## src/rtl/sram_sweep_if.sv

```systemverilog
// Request/response bundle for the sram_sweep storage block.
// The requester drives the master side; the memory is the slave.
interface sram_sweep_if #(
    parameter int unsigned WIDTH = 4,
    parameter int unsigned DEPTH = 4
);
    localparam int unsigned AW = $clog2(DEPTH);

    logic [AW-1:0]    Adress;
    logic [WIDTH-1:0] Din;
    logic             RW;
    logic             En;
    logic             Clr;
    logic [WIDTH-1:0] Dout;
    logic             Valid;
    logic             Busy;
    logic             Drop;

    modport master (
        output Adress, Din, RW, En, Clr,
        input  Dout, Valid, Busy, Drop
    );

    modport slave (
        input  Adress, Din, RW, En, Clr,
        output Dout, Valid, Busy, Drop
    );
endinterface

```

## src/rtl/sram_sweep.sv

```systemverilog
// Single-port WIDTH x DEPTH SRAM with registered read, valid strobe and a
// clear sweep that zeroes the array after reset or on command.
module sram_sweep #(
    parameter int unsigned WIDTH = 4,
    parameter int unsigned DEPTH = 4
) (
    input  logic         CLK,
    input  logic         RST,
    sram_sweep_if.slave  bus
);
    localparam int unsigned AW = $clog2(DEPTH);

    typedef enum logic {
        CLEAR = 1'b0,
        IDLE  = 1'b1
    } state_t;

    state_t           state;
    state_t           state_d;
    logic [AW-1:0]    ptr;
    logic [AW-1:0]    ptr_d;
    logic [WIDTH-1:0] dout_q;
    logic [WIDTH-1:0] dout_d;
    logic             valid_q;
    logic             valid_d;
    logic             drop_q;
    logic             drop_d;
    logic             mem_we;
    logic [AW-1:0]    mem_addr;
    logic [WIDTH-1:0] mem_wdata;
    logic [WIDTH-1:0] mem [DEPTH];

    // Control registers; array contents are cleared by the sweep, not by reset.
    always_ff @(posedge CLK or negedge RST) begin
        if (!RST) begin
            state   <= CLEAR;
            ptr     <= '0;
            dout_q  <= '0;
            valid_q <= 1'b0;
            drop_q  <= 1'b0;
        end else begin
            state   <= state_d;
            ptr     <= ptr_d;
            dout_q  <= dout_d;
            valid_q <= valid_d;
            drop_q  <= drop_d;
        end
    end

    always_ff @(posedge CLK) begin
        if (mem_we) begin
            mem[mem_addr] <= mem_wdata;
        end
    end

    // Next-state and datapath decode; sweep outranks everything, then Clr, then En.
    always_comb begin
        state_d   = state;
        ptr_d     = ptr;
        dout_d    = dout_q;
        valid_d   = 1'b0;
        drop_d    = 1'b0;
        mem_we    = 1'b0;
        mem_addr  = bus.Adress;
        mem_wdata = bus.Din;

        case (state)
            CLEAR: begin
                mem_we    = 1'b1;
                mem_addr  = ptr;
                mem_wdata = '0;
                ptr_d     = ptr + AW'(1);
                dout_d    = '0;
                drop_d    = bus.En;
                if (ptr == AW'(DEPTH - 1)) begin
                    state_d = IDLE;
                end
            end
            IDLE: begin
                if (bus.Clr) begin
                    state_d = CLEAR;
                    ptr_d   = '0;
                    dout_d  = '0;
                    drop_d  = bus.En;
                end else if (bus.En && bus.RW) begin
                    mem_we = 1'b1;
                    dout_d = '0;
                end else if (bus.En) begin
                    dout_d  = mem[bus.Adress];
                    valid_d = 1'b1;
                end
            end
            default: begin
                state_d = CLEAR;
                ptr_d   = '0;
            end
        endcase
    end

    assign bus.Dout  = dout_q;
    assign bus.Valid = valid_q;
    assign bus.Drop  = drop_q;
    assign bus.Busy  = (state == CLEAR);
endmodule

```

## src/flat_wrapper.sv

```systemverilog
// flat-port wrapper written by rule: the top's interface ports become plain ports
module sram_sweep_flat 
#(
    parameter int unsigned WIDTH = 4,
    parameter int unsigned DEPTH = 4
)
  (CLK, RST, bus_Adress, bus_Din, bus_RW, bus_En, bus_Clr, bus_Dout, bus_Valid, bus_Busy, bus_Drop);
  sram_sweep_if #(.WIDTH(WIDTH), .DEPTH(DEPTH)) bus_i ();
  input  logic CLK;
  input  logic RST;
  input wire logic [$bits(bus_i.Adress)-1:0] bus_Adress;
  input wire logic [$bits(bus_i.Din)-1:0] bus_Din;
  input wire logic [$bits(bus_i.RW)-1:0] bus_RW;
  input wire logic [$bits(bus_i.En)-1:0] bus_En;
  input wire logic [$bits(bus_i.Clr)-1:0] bus_Clr;
  output wire logic [$bits(bus_i.Dout)-1:0] bus_Dout;
  output wire logic [$bits(bus_i.Valid)-1:0] bus_Valid;
  output wire logic [$bits(bus_i.Busy)-1:0] bus_Busy;
  output wire logic [$bits(bus_i.Drop)-1:0] bus_Drop;
  assign bus_i.Adress = bus_Adress;
  assign bus_i.Din = bus_Din;
  assign bus_i.RW = bus_RW;
  assign bus_i.En = bus_En;
  assign bus_i.Clr = bus_Clr;
  assign bus_Dout = bus_i.Dout;
  assign bus_Valid = bus_i.Valid;
  assign bus_Busy = bus_i.Busy;
  assign bus_Drop = bus_i.Drop;
  sram_sweep #(.WIDTH(WIDTH), .DEPTH(DEPTH)) u_core (.CLK(CLK), .RST(RST), .bus(bus_i));
endmodule
```

## config.mk

```make
export PLATFORM = sky130hd
export DESIGN_NAME = sram_sweep_flat
export DESIGN_NICKNAME = d
export VERILOG_FILES = /design/src/rtl/sram_sweep_if.sv /design/src/rtl/sram_sweep.sv /design/src/flat_wrapper.sv
export SDC_FILE = /design/constraint.sdc
export NUM_CORES = 1
export LEC_CHECK = 0
export CAP_MARGIN = 10
export CORE_MARGIN = 1
export CORE_UTILIZATION = 50
export CTS_BUF_LIST = sky130_fd_sc_hd__clkbuf_8 sky130_fd_sc_hd__clkbuf_16
export CTS_CLUSTER_DIAMETER = 40
export DETAILED_ROUTE_END_ITERATION = 10
export PLACE_DENSITY = 0.72
export RECOVER_POWER = 100
export SYNTH_ARGS = -nofsm -noshare
export SYNTH_HDL_FRONTEND = slang
export SYNTH_SLANG_ARGS = --single-unit
```

## constraint.sdc

```tcl
create_clock -name CLK -period 1.76 [get_ports CLK]
set_input_delay 0.44 -clock CLK [delete_from_list [all_inputs] [get_ports CLK]]
set_output_delay 0.44 -clock CLK [all_outputs]
set_load 0.02 [all_outputs]
```

# Word level (Yosys, flattened, before mapping)
# Memory sizes are Yosys's and may differ from the RTL's.
# Cells that the tools add are included.
# totals
regBits	9
latch_bits	0
ram_bits	16
mem_bits_ro	0
in_bits	11
output_inout_bits	7
wordCells	34
mem_count	1
# mem_list
name	words	word_bits	rd	rd_clocked_by_memory_dff	write_ports	line_no	text
u_core.mem	4	4	1	0	1	sram_sweep.sv:31	logic [WIDTH-1:0] mem [DEPTH];
# op_classes
n_addsub	1
n_mul	0
div_mod_pow	0
n_lt_le_gt_ge	0
n_eq_ne	3
shift	0
muxes	22
bitwise	1
n_reduce_logical	1
# ops
op	n
$mux W4	4
$mux W1	11
$pmux W4 S2	1
$pmux W1 S2	3
$mux W2	2
$ne A4 B4 Y1 const B	1
$pmux W2 S2	1
$add A2 B1 Y2 const B	1
$eq A2 B2 Y1 const B	1
$ne A2 B2 Y1 const B	1
$logic_and A1 B1 Y1	1
$not A1 Y1	1

# Longest topological paths before layout
# depth
depth_word	6
ltp_mapped	4

# Worst setup path before layout
# No wires, ideal clock.
# synth_path
path_type	input port to flip-flop
from	in bus_Adress[0]
to	mem u_core.mem[0][0] (enable)
setup_ns	0.329
arrival_ns	1.049
required_time_ns	1.431
path_slack_ns	0.382
cell_stages	3
n_path_buf	1
path_cell_list	buf_6 mux2_2 nor2_1
# synth_via
elab_chain_cells	1
# synth_rtl
item	line_no	text
start: declaration	flat_wrapper.sv:11	input wire logic [$bits(bus_i.Adress)-1:0] bus_Adress;
$mux W2	sram_sweep.sv:67	case (state)
end: declaration	sram_sweep.sv:31	
# No other way between the ends.

# Worst setup path in the final report
# layout_path
from	in bus_Adress[0]
to	mem u_core.mem[2][0] (enable)
# The elaborated chain is that of the path after synthesis.

==> run_results.csv <==
group,metric,value,unit
synth,synth_cells,61,
floorplanning,rows,15,
timing,setup_violations,0,
placement,dp_slack,-0.195,ns
timing,report.final.slew_viol_count,0,
power,power_frac_seq,51.9,%
synth,synth_top_area_share,47.0,%
detailed_routing,drt-initial-drc-count,11,
power,power_density,1350,nW/um^2
power,p_comb_share,30.3,%
layout,nNetsFinal,104,
detailed_routing,post_drt_wl_per_cell,15.7,um
floorplanning,die_y,47.2,um
floorplanning,boundaryPins,18,
synth,avgSynthCellArea,16.8,sq um
critical_path,end_kind,"register",
global_routing,grt_use_total,20.5,%
power,p_sw_share,28.7,%
job,cap_violations,0,
synth,yosysTopAreaCell,"edfxtp_1",
clock_tree,cts_sinks,25,
power,power_switching,511,uW
timing,worst_pin_slew,0.553,ns
clock_tree,insertion_delay,0.26,ns
status,status,"complete, no violations",
clock_tree,cts-buffers-inserted,3,
power,ir_drop,1.12,mV
global_routing,antenna_found_initial,0,
power,p_int,1270,uW
layout,final_common_cell,"edfxtp_1",
detailed_routing,dr_wl_met2,856,um
detailed_routing,wl_met3,74,um
clock_tree,cts_tree,"built",
critical_path,path_class,"in -> reg",
clock_tree,clockRootBuffer,"clkbuf_8",
layout,layout_common_cells,"edfxtp_1 (16), clkdlybuf4s50_1 (15), dfrtp_1 (9), nor2_1 (6)",
detailed_routing,drt_wl_total,1.82,mm
critical_path,cp-start-kind,"input port",
floorplanning,start_util,56.2,%
detailed_routing,vias_per_cell,5.16,
detailed_routing,drc,0,
synth,mappedNetlistArea,1020,sq um
global_routing,gr-total-overflow,0,
synth,synth_nets,73,
clock_tree,cts_max_path_buffers,2,
clock_tree,cts_setup_buffers,0,
detailed_routing,wl_met1,879,um
detailed_routing,first_pass_iters,4,
detailed_routing,vias,599,
clock_tree,cts_htree_levels,1,
placement,port_buffers,17,
global_routing,grt_pass1_wl,2.85,mm
power,power,1780,uW
power,pwr-share-clk,17.9,%
synth,synth.distinct_cells,19,
timing,clock.fmax,0.597,GHz
worst_hold_path,hold_path.class,"reg -> reg",
placement,dp_hpwl,1.39,mm
timing,post-route-min-period,1.67,ns
layout,diodes,0,
synth,yosysSeqAreaShare,69.0,%
placement,dpl_cell_area,1290,sq um
critical_path,worst_ep_arrival_time,1.63,ns
synth,ys.warnings.count,0,
floorplanning,core_area,1820,sq um
timing,rsz0062_at_grt,"no",
layout,drive_gt1_share,19.8,%
power,p_leak,0.000517,uW
critical_path,crit_fanout,6,
critical_path,required,1.71,ns
timing,hold_viol,0,
timing,slew_headroom,63.0,%
synth,ys_ff_latch,25,
timing,finalCritPeriodShare,95.2,%
placement,place_congestion,0.708,
global_routing,grt_max_degree,14,
detailed_routing,routed.top_layer,"met4",
synth,synth_area_leaders,"edfxtp_1 (47%), dfrtp_1 (22%), mux4_2 (8.8%), a22o_1 (3.4%), and2_1 (3.1%)",
timing,setup_ws,0.0851,ns
layout,stdcell_area,1320,sq um
timing,skew,0.00288,ns
clock_tree,clk_pin_slew,0.08,ns
global_routing,grt_pass1_vias,621,
detailed_routing,drtAntennaViolNets,0,
floorplanning,dieWidth,47.2,um
floorplanning,dieArea,2230,sq um
layout,syn_to_final_growth,28.8,%
[registers in the layout (all words and copies together) (netlist names)]
register,cells
u_core.bus.Dout,4
u_core.bus.Drop,1
u_core.bus.Valid,1
u_core.mem,16
u_core.ptr,2
u_core.state,1
[cell usage after synthesis]
cell        n
nor3b_2     1
nor4bb_1    1
mux2i_1     3
o2bb2ai_1   1
clkbuf_1    1
o21ai_0     1
and2_1      5
edfxtp_1   16
a21oi_1     1
mux2_2      1
a22o_1      4
ha_1        1
buf_6       1
dfrtp_1     9
nand2b_1    1
inv_1       3
nor2_1      6
and4b_1     1
mux4_2      4
[worst max-delay path, cell delays in order]
cell,delay (ns)
clkdlybuf4s50_1,0.39
buf_4,0.17
mux2_2,0.28
nor2_1,0.11
clkbuf_1,0.23
[logic make-up after synthesis]
family	share of synthesized area, %
DFF	69.0
buffers and inverters	2.57
muxes	12.9
AOI/OAI and AO/OA	5.26
adders and majority gates	1.22
and+or+nand+nor	9.06
[per-layer routing]
metal | track usage (%) | up-vias
met5 | 0 | -
met4 | 10.3 | 0
met3 | 5.77 | 2
met2 | 32.2 | 19
met1 | 26.4 | 288
li1 | - | 290
[final timing paths]
path                            slack, ns                             end                            from  depth (start not counted)
worst max-delay path                 0.09      u_core.mem[2][0]$_DFFE_PP_                   bus_Adress[0]                          5
worst min-delay path                 0.51  u_core.bus.Dout[3]$_DFFE_PN0P_  u_core.bus.Dout[3]$_DFFE_PN0P_                          1
worst max register to register       0.21      u_core.mem[2][0]$_DFFE_PP_          u_core.state$_DFF_PN0_                          4
worst min register to register       0.51  u_core.bus.Dout[3]$_DFFE_PN0P_  u_core.bus.Dout[3]$_DFFE_PN0P_                          1
max in group asynchronous            0.92       u_core.ptr[1]$_DFFE_PN0P_                             RST                          1
min in group asynchronous            0.54       u_core.bus.Drop$_DFF_PN0_                             RST                          1
[final cells by class]
| type | instances | area (sq um) |
|---|---|---|
| clock buffers | 3 | 41.3 |
| clock inverters | 1 | 3.75 |
| fillers | 132 | 504 |
| inverters | 3 | 11.3 |
| multi-input cells | 31 | 292 |
| flip-flops and latches | 25 | 706 |
| well taps | 25 | 31.3 |
| repair buffers | 28 | 231 |
[metrics by stage]
stage               TNS (ns)  cells  hold slack [ns]  util (%)
floorplan                  0     61            0.144         -
global placement       -2.38    112            0.488      70.9
detailed placement     -2.55    112            0.491      70.9
CTS                        0    116            0.479      73.4
global route               0    116            0.533      72.3
finish                     0    116            0.512      72.3
[power groups by stage]
stage                     Combinational [uW]  Clock (uW)  Sequential, uW
final                                    538         318             923
after global routing                     601         354             935
after CTS                                593         329             924
after detailed placement                 590           0             934
after global placement                   573           0             929
after floorplan                          305           0             926
[repair_timing]
action                                  in CTS  in global routing
endpoints found under the setup margin       0                  7
hold buffers                                 0                  0
gates resized for setup                      0                  2
(Power assumes the default switching activity.)
